$ cat src/rtl/hazard_stall_ctrl_if.sv
// hazard_stall_ctrl_if: hazard inputs and pipeline control outputs of the stall controller
interface hazard_stall_ctrl_if #(parameter int CNT_W = 16);
    logic [4:0]       id_rs;
    logic [4:0]       id_rt;
    logic [4:0]       idex_rt;
    logic             idex_memread;
    logic             exmem_memread;
    logic             exmem_memwrite;
    logic [1:0]       exmem_pcsrc;
    logic             mem_ready;
    logic             pc_en;
    logic             ifid_en;
    logic             idex_en;
    logic             exmem_en;
    logic             memwb_en;
    logic             ifid_flush;
    logic             idex_flush;
    logic             exmem_flush;
    logic             memwb_flush;
    logic             mem_err;
    logic [CNT_W-1:0] stall_cnt;
    logic [CNT_W-1:0] flush_cnt;

    modport master (
        output id_rs, id_rt, idex_rt, idex_memread, exmem_memread, exmem_memwrite,
               exmem_pcsrc, mem_ready,
        input  pc_en, ifid_en, idex_en, exmem_en, memwb_en, ifid_flush, idex_flush,
               exmem_flush, memwb_flush, mem_err, stall_cnt, flush_cnt
    );

    modport slave (
        input  id_rs, id_rt, idex_rt, idex_memread, exmem_memread, exmem_memwrite,
               exmem_pcsrc, mem_ready,
        output pc_en, ifid_en, idex_en, exmem_en, memwb_en, ifid_flush, idex_flush,
               exmem_flush, memwb_flush, mem_err, stall_cnt, flush_cnt
    );
endinterface

$ cat src/rtl/hazard_stall_ctrl.sv
// hazard_stall_ctrl: 5-stage pipeline stall/flush sequencing with memory-timeout halt and perf counters
module hazard_stall_ctrl #(
    parameter int MAX_WAIT = 16,
    parameter int CNT_W    = 16
) (
    input logic              clk,
    input logic              rst,
    hazard_stall_ctrl_if.slave bus
);
    localparam int MW = (MAX_WAIT < 2) ? 2 : MAX_WAIT;
    localparam int WW = $clog2(MW);

    typedef enum logic [1:0] {S_RUN, S_WAIT, S_ERR} state_t;

    state_t           state_q, state_d;
    logic [WW-1:0]    wcnt_q, wcnt_d;
    logic [CNT_W-1:0] stall_cnt_q, stall_cnt_d;
    logic [CNT_W-1:0] flush_cnt_q, flush_cnt_d;
    logic             mem_busy, load_use, redirect, halted, stall_inc, flush_inc;

    assign mem_busy  = (bus.exmem_memread | bus.exmem_memwrite) & ~bus.mem_ready;
    assign load_use  = bus.idex_memread & (bus.idex_rt != 5'd0) &
                       ((bus.idex_rt == bus.id_rs) | (bus.idex_rt == bus.id_rt));
    assign redirect  = bus.exmem_pcsrc != 2'b00;
    assign halted    = rst | (state_q == S_ERR);
    assign stall_inc = ~halted & (mem_busy | (~redirect & load_use));
    assign flush_inc = ~halted & ~mem_busy & redirect;

    // State, wait counter and performance counters
    always_ff @(posedge clk or posedge rst) begin
        if (rst) begin
            state_q     <= S_RUN;
            wcnt_q      <= '0;
            stall_cnt_q <= '0;
            flush_cnt_q <= '0;
        end else begin
            state_q     <= state_d;
            wcnt_q      <= wcnt_d;
            stall_cnt_q <= stall_cnt_d;
            flush_cnt_q <= flush_cnt_d;
        end
    end

    // Memory-wait FSM: count wait cycles, halt once the tolerance is exhausted
    always_comb begin
        state_d = state_q;
        wcnt_d  = wcnt_q;
        case (state_q)
            S_RUN: begin
                if (mem_busy) begin
                    state_d = S_WAIT;
                    wcnt_d  = WW'(1);
                end
            end
            S_WAIT: begin
                if (bus.mem_ready) begin
                    state_d = S_RUN;
                    wcnt_d  = '0;
                end else if (wcnt_q == WW'(MW - 1)) begin
                    state_d = S_ERR;
                end else begin
                    wcnt_d = wcnt_q + WW'(1);
                end
            end
            default: state_d = S_ERR;
        endcase
    end

    // Saturating counter next-state
    always_comb begin
        stall_cnt_d = (stall_inc && !(&stall_cnt_q)) ? stall_cnt_q + CNT_W'(1) : stall_cnt_q;
        flush_cnt_d = (flush_inc && !(&flush_cnt_q)) ? flush_cnt_q + CNT_W'(1) : flush_cnt_q;
    end

    // Pipeline controls, highest priority first: halt, memory stall, redirect, load-use
    always_comb begin
        bus.pc_en       = 1'b1;
        bus.ifid_en     = 1'b1;
        bus.idex_en     = 1'b1;
        bus.exmem_en    = 1'b1;
        bus.memwb_en    = 1'b1;
        bus.ifid_flush  = 1'b0;
        bus.idex_flush  = 1'b0;
        bus.exmem_flush = 1'b0;
        bus.memwb_flush = 1'b0;
        if (halted) begin
            bus.pc_en    = 1'b0;
            bus.ifid_en  = 1'b0;
            bus.idex_en  = 1'b0;
            bus.exmem_en = 1'b0;
            bus.memwb_en = 1'b0;
        end else if (mem_busy) begin
            bus.pc_en       = 1'b0;
            bus.ifid_en     = 1'b0;
            bus.idex_en     = 1'b0;
            bus.exmem_en    = 1'b0;
            bus.memwb_flush = 1'b1;
        end else if (redirect) begin
            bus.ifid_flush  = 1'b1;
            bus.idex_flush  = 1'b1;
            bus.exmem_flush = 1'b1;
        end else if (load_use) begin
            bus.pc_en      = 1'b0;
            bus.ifid_en    = 1'b0;
            bus.idex_flush = 1'b1;
        end
    end

    assign bus.mem_err   = state_q == S_ERR;
    assign bus.stall_cnt = stall_cnt_q;
    assign bus.flush_cnt = flush_cnt_q;
endmodule

$ cat src/flat_wrapper.sv
// flat-port wrapper written by rule: the top's interface ports become plain ports
module hazard_stall_ctrl_flat 
#(
    parameter int MAX_WAIT = 16,
    parameter int CNT_W    = 16
)
  (clk, rst, bus_id_rs, bus_id_rt, bus_idex_rt, bus_idex_memread, bus_exmem_memread, bus_exmem_memwrite, bus_exmem_pcsrc, bus_mem_ready, bus_pc_en, bus_ifid_en, bus_idex_en, bus_exmem_en, bus_memwb_en, bus_ifid_flush, bus_idex_flush, bus_exmem_flush, bus_memwb_flush, bus_mem_err, bus_stall_cnt, bus_flush_cnt);
  hazard_stall_ctrl_if #(.CNT_W(CNT_W)) bus_i ();
  input logic clk;
  input logic rst;
  input wire logic [$bits(bus_i.id_rs)-1:0] bus_id_rs;
  input wire logic [$bits(bus_i.id_rt)-1:0] bus_id_rt;
  input wire logic [$bits(bus_i.idex_rt)-1:0] bus_idex_rt;
  input wire logic [$bits(bus_i.idex_memread)-1:0] bus_idex_memread;
  input wire logic [$bits(bus_i.exmem_memread)-1:0] bus_exmem_memread;
  input wire logic [$bits(bus_i.exmem_memwrite)-1:0] bus_exmem_memwrite;
  input wire logic [$bits(bus_i.exmem_pcsrc)-1:0] bus_exmem_pcsrc;
  input wire logic [$bits(bus_i.mem_ready)-1:0] bus_mem_ready;
  output wire logic [$bits(bus_i.pc_en)-1:0] bus_pc_en;
  output wire logic [$bits(bus_i.ifid_en)-1:0] bus_ifid_en;
  output wire logic [$bits(bus_i.idex_en)-1:0] bus_idex_en;
  output wire logic [$bits(bus_i.exmem_en)-1:0] bus_exmem_en;
  output wire logic [$bits(bus_i.memwb_en)-1:0] bus_memwb_en;
  output wire logic [$bits(bus_i.ifid_flush)-1:0] bus_ifid_flush;
  output wire logic [$bits(bus_i.idex_flush)-1:0] bus_idex_flush;
  output wire logic [$bits(bus_i.exmem_flush)-1:0] bus_exmem_flush;
  output wire logic [$bits(bus_i.memwb_flush)-1:0] bus_memwb_flush;
  output wire logic [$bits(bus_i.mem_err)-1:0] bus_mem_err;
  output wire logic [$bits(bus_i.stall_cnt)-1:0] bus_stall_cnt;
  output wire logic [$bits(bus_i.flush_cnt)-1:0] bus_flush_cnt;
  assign bus_i.id_rs = bus_id_rs;
  assign bus_i.id_rt = bus_id_rt;
  assign bus_i.idex_rt = bus_idex_rt;
  assign bus_i.idex_memread = bus_idex_memread;
  assign bus_i.exmem_memread = bus_exmem_memread;
  assign bus_i.exmem_memwrite = bus_exmem_memwrite;
  assign bus_i.exmem_pcsrc = bus_exmem_pcsrc;
  assign bus_i.mem_ready = bus_mem_ready;
  assign bus_pc_en = bus_i.pc_en;
  assign bus_ifid_en = bus_i.ifid_en;
  assign bus_idex_en = bus_i.idex_en;
  assign bus_exmem_en = bus_i.exmem_en;
  assign bus_memwb_en = bus_i.memwb_en;
  assign bus_ifid_flush = bus_i.ifid_flush;
  assign bus_idex_flush = bus_i.idex_flush;
  assign bus_exmem_flush = bus_i.exmem_flush;
  assign bus_memwb_flush = bus_i.memwb_flush;
  assign bus_mem_err = bus_i.mem_err;
  assign bus_stall_cnt = bus_i.stall_cnt;
  assign bus_flush_cnt = bus_i.flush_cnt;
  hazard_stall_ctrl #(.MAX_WAIT(MAX_WAIT), .CNT_W(CNT_W)) u_core (.clk(clk), .rst(rst), .bus(bus_i));
endmodule
$ cat config.mk
export PLATFORM = sky130hd
export DESIGN_NAME = hazard_stall_ctrl_flat
export DESIGN_NICKNAME = d
export VERILOG_FILES = /design/src/rtl/hazard_stall_ctrl_if.sv /design/src/rtl/hazard_stall_ctrl.sv /design/src/flat_wrapper.sv
export SDC_FILE = /design/constraint.sdc
export NUM_CORES = 1
export LEC_CHECK = 0
export CAP_MARGIN = 40
export CORE_ASPECT_RATIO = 1.1
export CORE_UTILIZATION = 54
export DETAILED_ROUTE_END_ITERATION = 7
export DONT_BUFFER_PORTS = 1
export GPL_ROUTABILITY_DRIVEN = 0
export GPL_TIMING_DRIVEN = 0
export PLACE_DENSITY = 0.69
export RECOVER_POWER = 50
export SYNTH_ARGS = -nofsm -noshare
export SYNTH_HDL_FRONTEND = slang
export SYNTH_SLANG_ARGS = --single-unit
$ cat constraint.sdc
create_clock -name clk -period 2.11 [get_ports clk]
set_clock_uncertainty 0.1 [all_clocks]
set_input_delay 0.422 -clock clk [delete_from_list [all_inputs] [get_ports clk]]
set_output_delay 0.422 -clock clk [all_outputs]
set_load 0.02 [all_outputs]
# [Yosys cells after proc, flatten, opt, wreduce, memory -nomap -nowiden]
# Index checks and enable logic that the tools add are counted.
[word_totals] mem_count=0 ff_bits=38 wordCells=66 latch_bits=0 mem_bits_ro=0 mem_bits_rw=0 output_inout_bits=42
[op_classes] shifts=0 n_mul=0 muxes=24 n_reduce_logical=12 magnitude_cmp=0 div=0 bitwise=15 eq_ne=8 addsub=3
[ops] operator="$add A16 B1 Y16 const B" count=2
[ops] operator="$reduce_and A16 Y1" count=2
[ops] operator="$mux W1" count=16
[ops] operator="$mux W4" count=3
[ops] operator="$eq A5 B5 Y1" count=2
[ops] operator="$pmux W4 S2" count=1
[ops] operator="$and A1 B1 Y1" count=7
[ops] operator="$mux W2" count=3
[ops] operator="$reduce_bool A5 Y1" count=1
[ops] operator="$add A4 B1 Y4 const B" count=1
[ops] operator="$eq A4 B4 Y1 const B" count=1
[ops] operator="$not A1 Y1" count=4
[ops] operator="$or A1 B1 Y1" count=4
[ops] operator="$pmux W2 S2" count=1
[ops] operator="$reduce_bool A2 Y1" count=2
[ops] operator="$ne A3 B2 Y1 const B" count=1
[ops] operator="$ne A3 B3 Y1 const B" count=1
[ops] operator="$reduce_and A3 Y1" count=1
[ops] operator="$eq A2 B1 Y1 const B" count=1
[ops] operator="$eq A2 B2 Y1 const B" count=1
[ops] operator="$logic_and A1 B1 Y1" count=2
[ops] operator="$logic_not A1 Y1" count=2
[ops] operator="$logic_not A2 Y1" count=1
[ops] operator="$ne A2 B1 Y1 const B" count=1
[ops] operator="$reduce_and A2 Y1" count=1

# [Depth between registers and ports, before layout]
[logic_depth] depth_word=7 depth_mapped=7 depth_no_buf=7

# [Worst setup path after synthesis]
# No wires, ideal clock.
[synth_timing] path_kind="register to output" from="reg u_core.state_q[1]" to="out bus_pc_en" required_ns=1.588 slack_ns=-0.236 stages_incl_launch_ff=6 arrival_time_ns=1.824 path_buffers=1 cell_sequence="dfrtp_1 -> nor2b_2 -> nor2_1 -> nand2_1 -> a31oi_1 -> buf_4"
[synth_between] elab_chain_cells=3
[synth_lines] element="from (decl)" line="hazard_stall_ctrl.sv:15" rtl="state_t state_q, state_d;"
[synth_lines] element="from (signal assigned)" line="hazard_stall_ctrl.sv:37" rtl="state_q <= state_d;"
[synth_lines] element="$eq A2 B2 Y1"
[synth_lines] element="via bus_mem_err" line="flat_wrapper.sv:28" rtl="output wire logic [$bits(bus_i.mem_err)-1:0] bus_mem_err;"
[synth_lines] element="$or A1 B1 Y1" line="hazard_stall_ctrl.sv:25" rtl="assign halted = rst | (state_q == S_ERR);"
[synth_lines] element="$mux W1" line="hazard_stall_ctrl.sv:86" rtl="if (halted) begin"
[synth_lines] element="to (decl)" line="flat_wrapper.sv:19" rtl="output wire logic [$bits(bus_i.pc_en)-1:0] bus_pc_en;"
# The timed path passes the listed nets, and every way through them passes these cells.

# [Worst setup path after layout]
[layout_timing] from="in bus_idex_rt[0]" to="out bus_pc_en"
[layout_between] elab_chain_cells=7
[layout_lines] element="from (decl)" line="flat_wrapper.sv:13" rtl="input wire logic [$bits(bus_i.idex_rt)-1:0] bus_idex_rt;"
[layout_lines] element="$eq A5 B5 Y1 or $reduce_bool A5 Y1 (tied branches)" line="hazard_stall_ctrl.sv:23, hazard_stall_ctrl.sv:22"
[layout_lines] element="$or A1 B1 Y1 or $and A1 B1 Y1 (tied branches)" line="hazard_stall_ctrl.sv:23, hazard_stall_ctrl.sv:22"
[layout_lines] element="$and A1 B1 Y1 *" line="hazard_stall_ctrl.sv:22" rtl="assign load_use = bus.idex_memread & (bus.idex_rt != 5'd0) &"
[layout_lines] element="$mux W1 * (4 in a row)"
# Every way passes the cells marked *; elsewhere a longest branch is shown, timed or not.

==> results.py <==
metrics = {
    "status": {
        "status": "finished, violations left",
        "violations": "negative setup slack",
    },
    "setup_path": {
        "r2r-end": "u_core.bus.flush_cnt[9]",
        "crit_type": "in -> out",
        "max_stage_delay_ns": 0.52,
        "cp_slowest_cell": "or4_1",
        "r2r_slack_ns": 0.05,
        "cp.arrival_ns": 1.63,
        "reg2reg_depth": 6,
        "critical_path_peak_fanout": 3,
        "r2r-start": "u_core.state_q[1]",
        "end_kind": "primary output",
        "cp_cell_sequence": "or4_1 > o21a_1 > a31oi_4 > buf_6",
        "critPathLaunchType": "input port",
        "required_ns": 1.59,
    },
    "global_routing": {
        "grt_pass1_vias": 1523,
        "grt_busiest_layer": "met2",
        "grtUsageMet3_pct": 7.77,
        "grt.met1_usage_pct": 24.8,
        "grt.overflow.total": 0,
        "track_usage_pct": 22.1,
        "grt_pass1_wl_mm": 6.42,
        "grt_max_degree": 21,
        "grtUsageMet2_pct": 36.3,
        "antenna_found_initial": 0,
    },
    "detailed_routing": {
        "drt-total-wl_mm": 4.14,
        "ant_nets": 0,
        "post-route-drc-count": 0,
        "first_pass_iters": 6,
        "drt-vias-per-instance": 5.94,
        "dr_total_vias": 1532,
        "wl_per_cell_um": 16.0,
        "first_iter_violations": 49,
    },
    "synthesis": {
        "syn_inst": 196,
        "post-synth-top-count-cell": "dfrtp_1",
        "syn-mean-instance-area_um2": 10.4,
        "ys_warn_count": 0,
        "synth_top_area_share_pct": 46.6,
        "ys_types": 38,
        "synth_common_cells": "dfrtp_1 (38), xnor2_1 (25), nand2_1 (22)",
        "synth.area.top_cells": "dfrtp_1 (47%), xnor2_1 (11%), xor2_1 (6.4%), nand2_1 (4.0%), nand3_1 (3.2%)",
        "synth_edf_count": 0,
        "syn_area_mm2": 0.00204,
        "syn_nets": 222,
        "ys_ff_latch": 38,
        "ys_seq_area_share_pct": 46.6,
        "ys_async_sr_fraction_pct": 100,
        "synthFlopType": "dfrtp_1",
        "synth_top_area_cell": "dfrtp_1",
    },
    "clocking": {
        "clockBufferDepth": 2,
        "clkSinkCount": 38,
        "cts_tree": "done",
        "insertion_delay_ns": 0.29,
        "cts_buffers": 5,
        "cts_root_buf": "clkbuf_8",
        "cts_max_level": 2,
        "clkTransAtPathRegs_ns": 0.07,
    },
    "pwr": {
        "leakage_nw": 1.00,
        "p_int_mw": 1.42,
        "pwr-share-clk_pct": 28.2,
        "seqPwrFrac_pct": 55.5,
        "power_switching_share_pct": 35.1,
        "p_comb_share_pct": 16.3,
        "worst_ir_drop_vdd_v": 0.000599,
        "power.density_mw_per_mm2": 935,
        "switchingPower_uw": 770,
    },
    "timing": {
        "slew_headroom_pct": 29.1,
        "rsz0062_at_grt": "true",
        "drv_slew": 0,
        "min_period_ns": 2.15,
        "setup-violations-final": 1,
        "setup-tns-final_ns": -0.0416,
        "final-hold-violation-count": 0,
        "worstMarginPinSlew_ns": 1.06,
        "fin_crit_sh_pct": 102,
        "max_freq_mhz": 465,
        "setup_slack_ns": -0.0416,
    },
    "die": {
        "rows": 23,
        "design.core.area_mm2": 0.00363,
        "die_x_um": 60.6,
        "initial_core_util_pct": 56.2,
        "ios": 65,
        "die_area_mm2": 0.00403,
        "die_y_um": 66.5,
    },
    "flow_run": {
        "cap_violations": 0,
    },
    "placed_design": {
        "port_buffers": 0,
        "placedInstanceArea_mm2": 0.00217,
        "dp_hpwl_mm": 2.98,
        "dp_slack_ns": -0.226,
    },
    "final_layout": {
        "finalNetCount": 234,
        "drive_gt1_share_pct": 17.8,
        "fin_util_pct": 64.7,
        "antenna_cells": 0,
        "syn2layout_area_growth_pct": 15.0,
        "fin_area_mm2": 0.00234,
    },
    "hold_path": {
        "min_path_type": "in -> async",
    },
}
## sequential cells by signal, summed over array words and instances, names as in the netlist
signal and count:
u_core.bus.stall_cnt 16, u_core.bus.flush_cnt 16, u_core.state_q 2, u_core.wcnt_q 4
## worst max path at each step
stage,start,to,depth (start not counted)
6_report,bus_idex_rt[0],bus_pc_en,4
5_1_grt,u_core.state_q[1],bus_pc_en,5
4_1_cts,u_core.state_q[1],bus_ifid_flush,3
3_5_place_dp,u_core.bus.stall_cnt[0],u_core.bus.stall_cnt[1],6
3_3_place_gp,u_core.state_q[1],u_core.bus.flush_cnt[9],6
2_1_floorplan,bus_idex_rt[0],bus_pc_en,4
## logic make-up after synthesis
logic type      share of synthesized area [%]
flops                                    46.6
mux                                      1.84
xor+xnor                                 17.2
simple gates                             23.6
fa+ha+maj                                1.84
compound gates                           6.32
buf+inv                                  2.58
## layout make-up
cell class,instances,area (um^2)
sequential,38,952
inverter,5,18.8
tap,50,62.6
buffer,4,37.5
clock inverter,1,30.0
multi-input combinational,149,1120
clock buffer,6,82.6
fill,315,1280
timing repair buffer,5,37.5
## worst max-delay path, delay by kind of cell
family | cells | cell delay (ns)
AO/OA/AOI/OAI | 2 | 0.52
AND/OR/NAND/NOR | 1 | 0.52
buffers and inverters | 1 | 0.16
## metal layers
metal	share of wire, %	vias up
li1	-	715
met2	50	60
met3	7.5	9
met1	41	748
met5	0	-
met4	2.2	0
## repair_timing
| item | 4_1_cts | 5_1_grt |
|---|---|---|
| hold buffers | 0 | 0 |
| setup buffers | 4 | 0 |
| pin swaps | 5 | 5 |
| gates resized for setup | 11 | 11 |
| setup endpoints to repair | 26 | 23 |
## placed cells by master, fill, tap and decap left out, types with 2 or more instances in the layout
cell      count
inv_1         5
and4_4        2
nand3_2       2
and2_1        2
clkbuf_8      6
nand2_1      21
and4_1        3
nor2_1        7
nor3_4        2
dfrtp_1      37
o21bai_1      2
mux2_2        2
nand4_1       4
buf_4         5
xnor2_1      25
nor3_1        7
xor2_1       15
a21oi_1       3
o21ai_0       5
nor4_1        7
nand3_1      11
nor3b_1       2
and3_1        3
buf_6         3
ha_1          3
## stage by stage
stage / power [mW] / cells / hold slack, ns
2_1_floorplan: 1.47 / 196 / 0.360
3_3_place_gp: 1.54 / 246 / 0.392
3_5_place_dp: 1.58 / 247 / 0.398
4_1_cts: 2.22 / 258 / 0.0887
5_1_grt: 2.30 / 258 / 0.0821
6_report: 2.19 / 258 / 0.0274
## power groups by stage
stage          clock network, mW  registers, mW  logic (mW)
2_1_floorplan                  0           1.18       0.294
3_3_place_gp                   0           1.22       0.326
3_5_place_dp                   0           1.23       0.351
4_1_cts                    0.635           1.22       0.362
5_1_grt                    0.662           1.24       0.404
6_report                   0.619           1.22       0.358
Note: power is estimated with default switching activity, not from simulation.
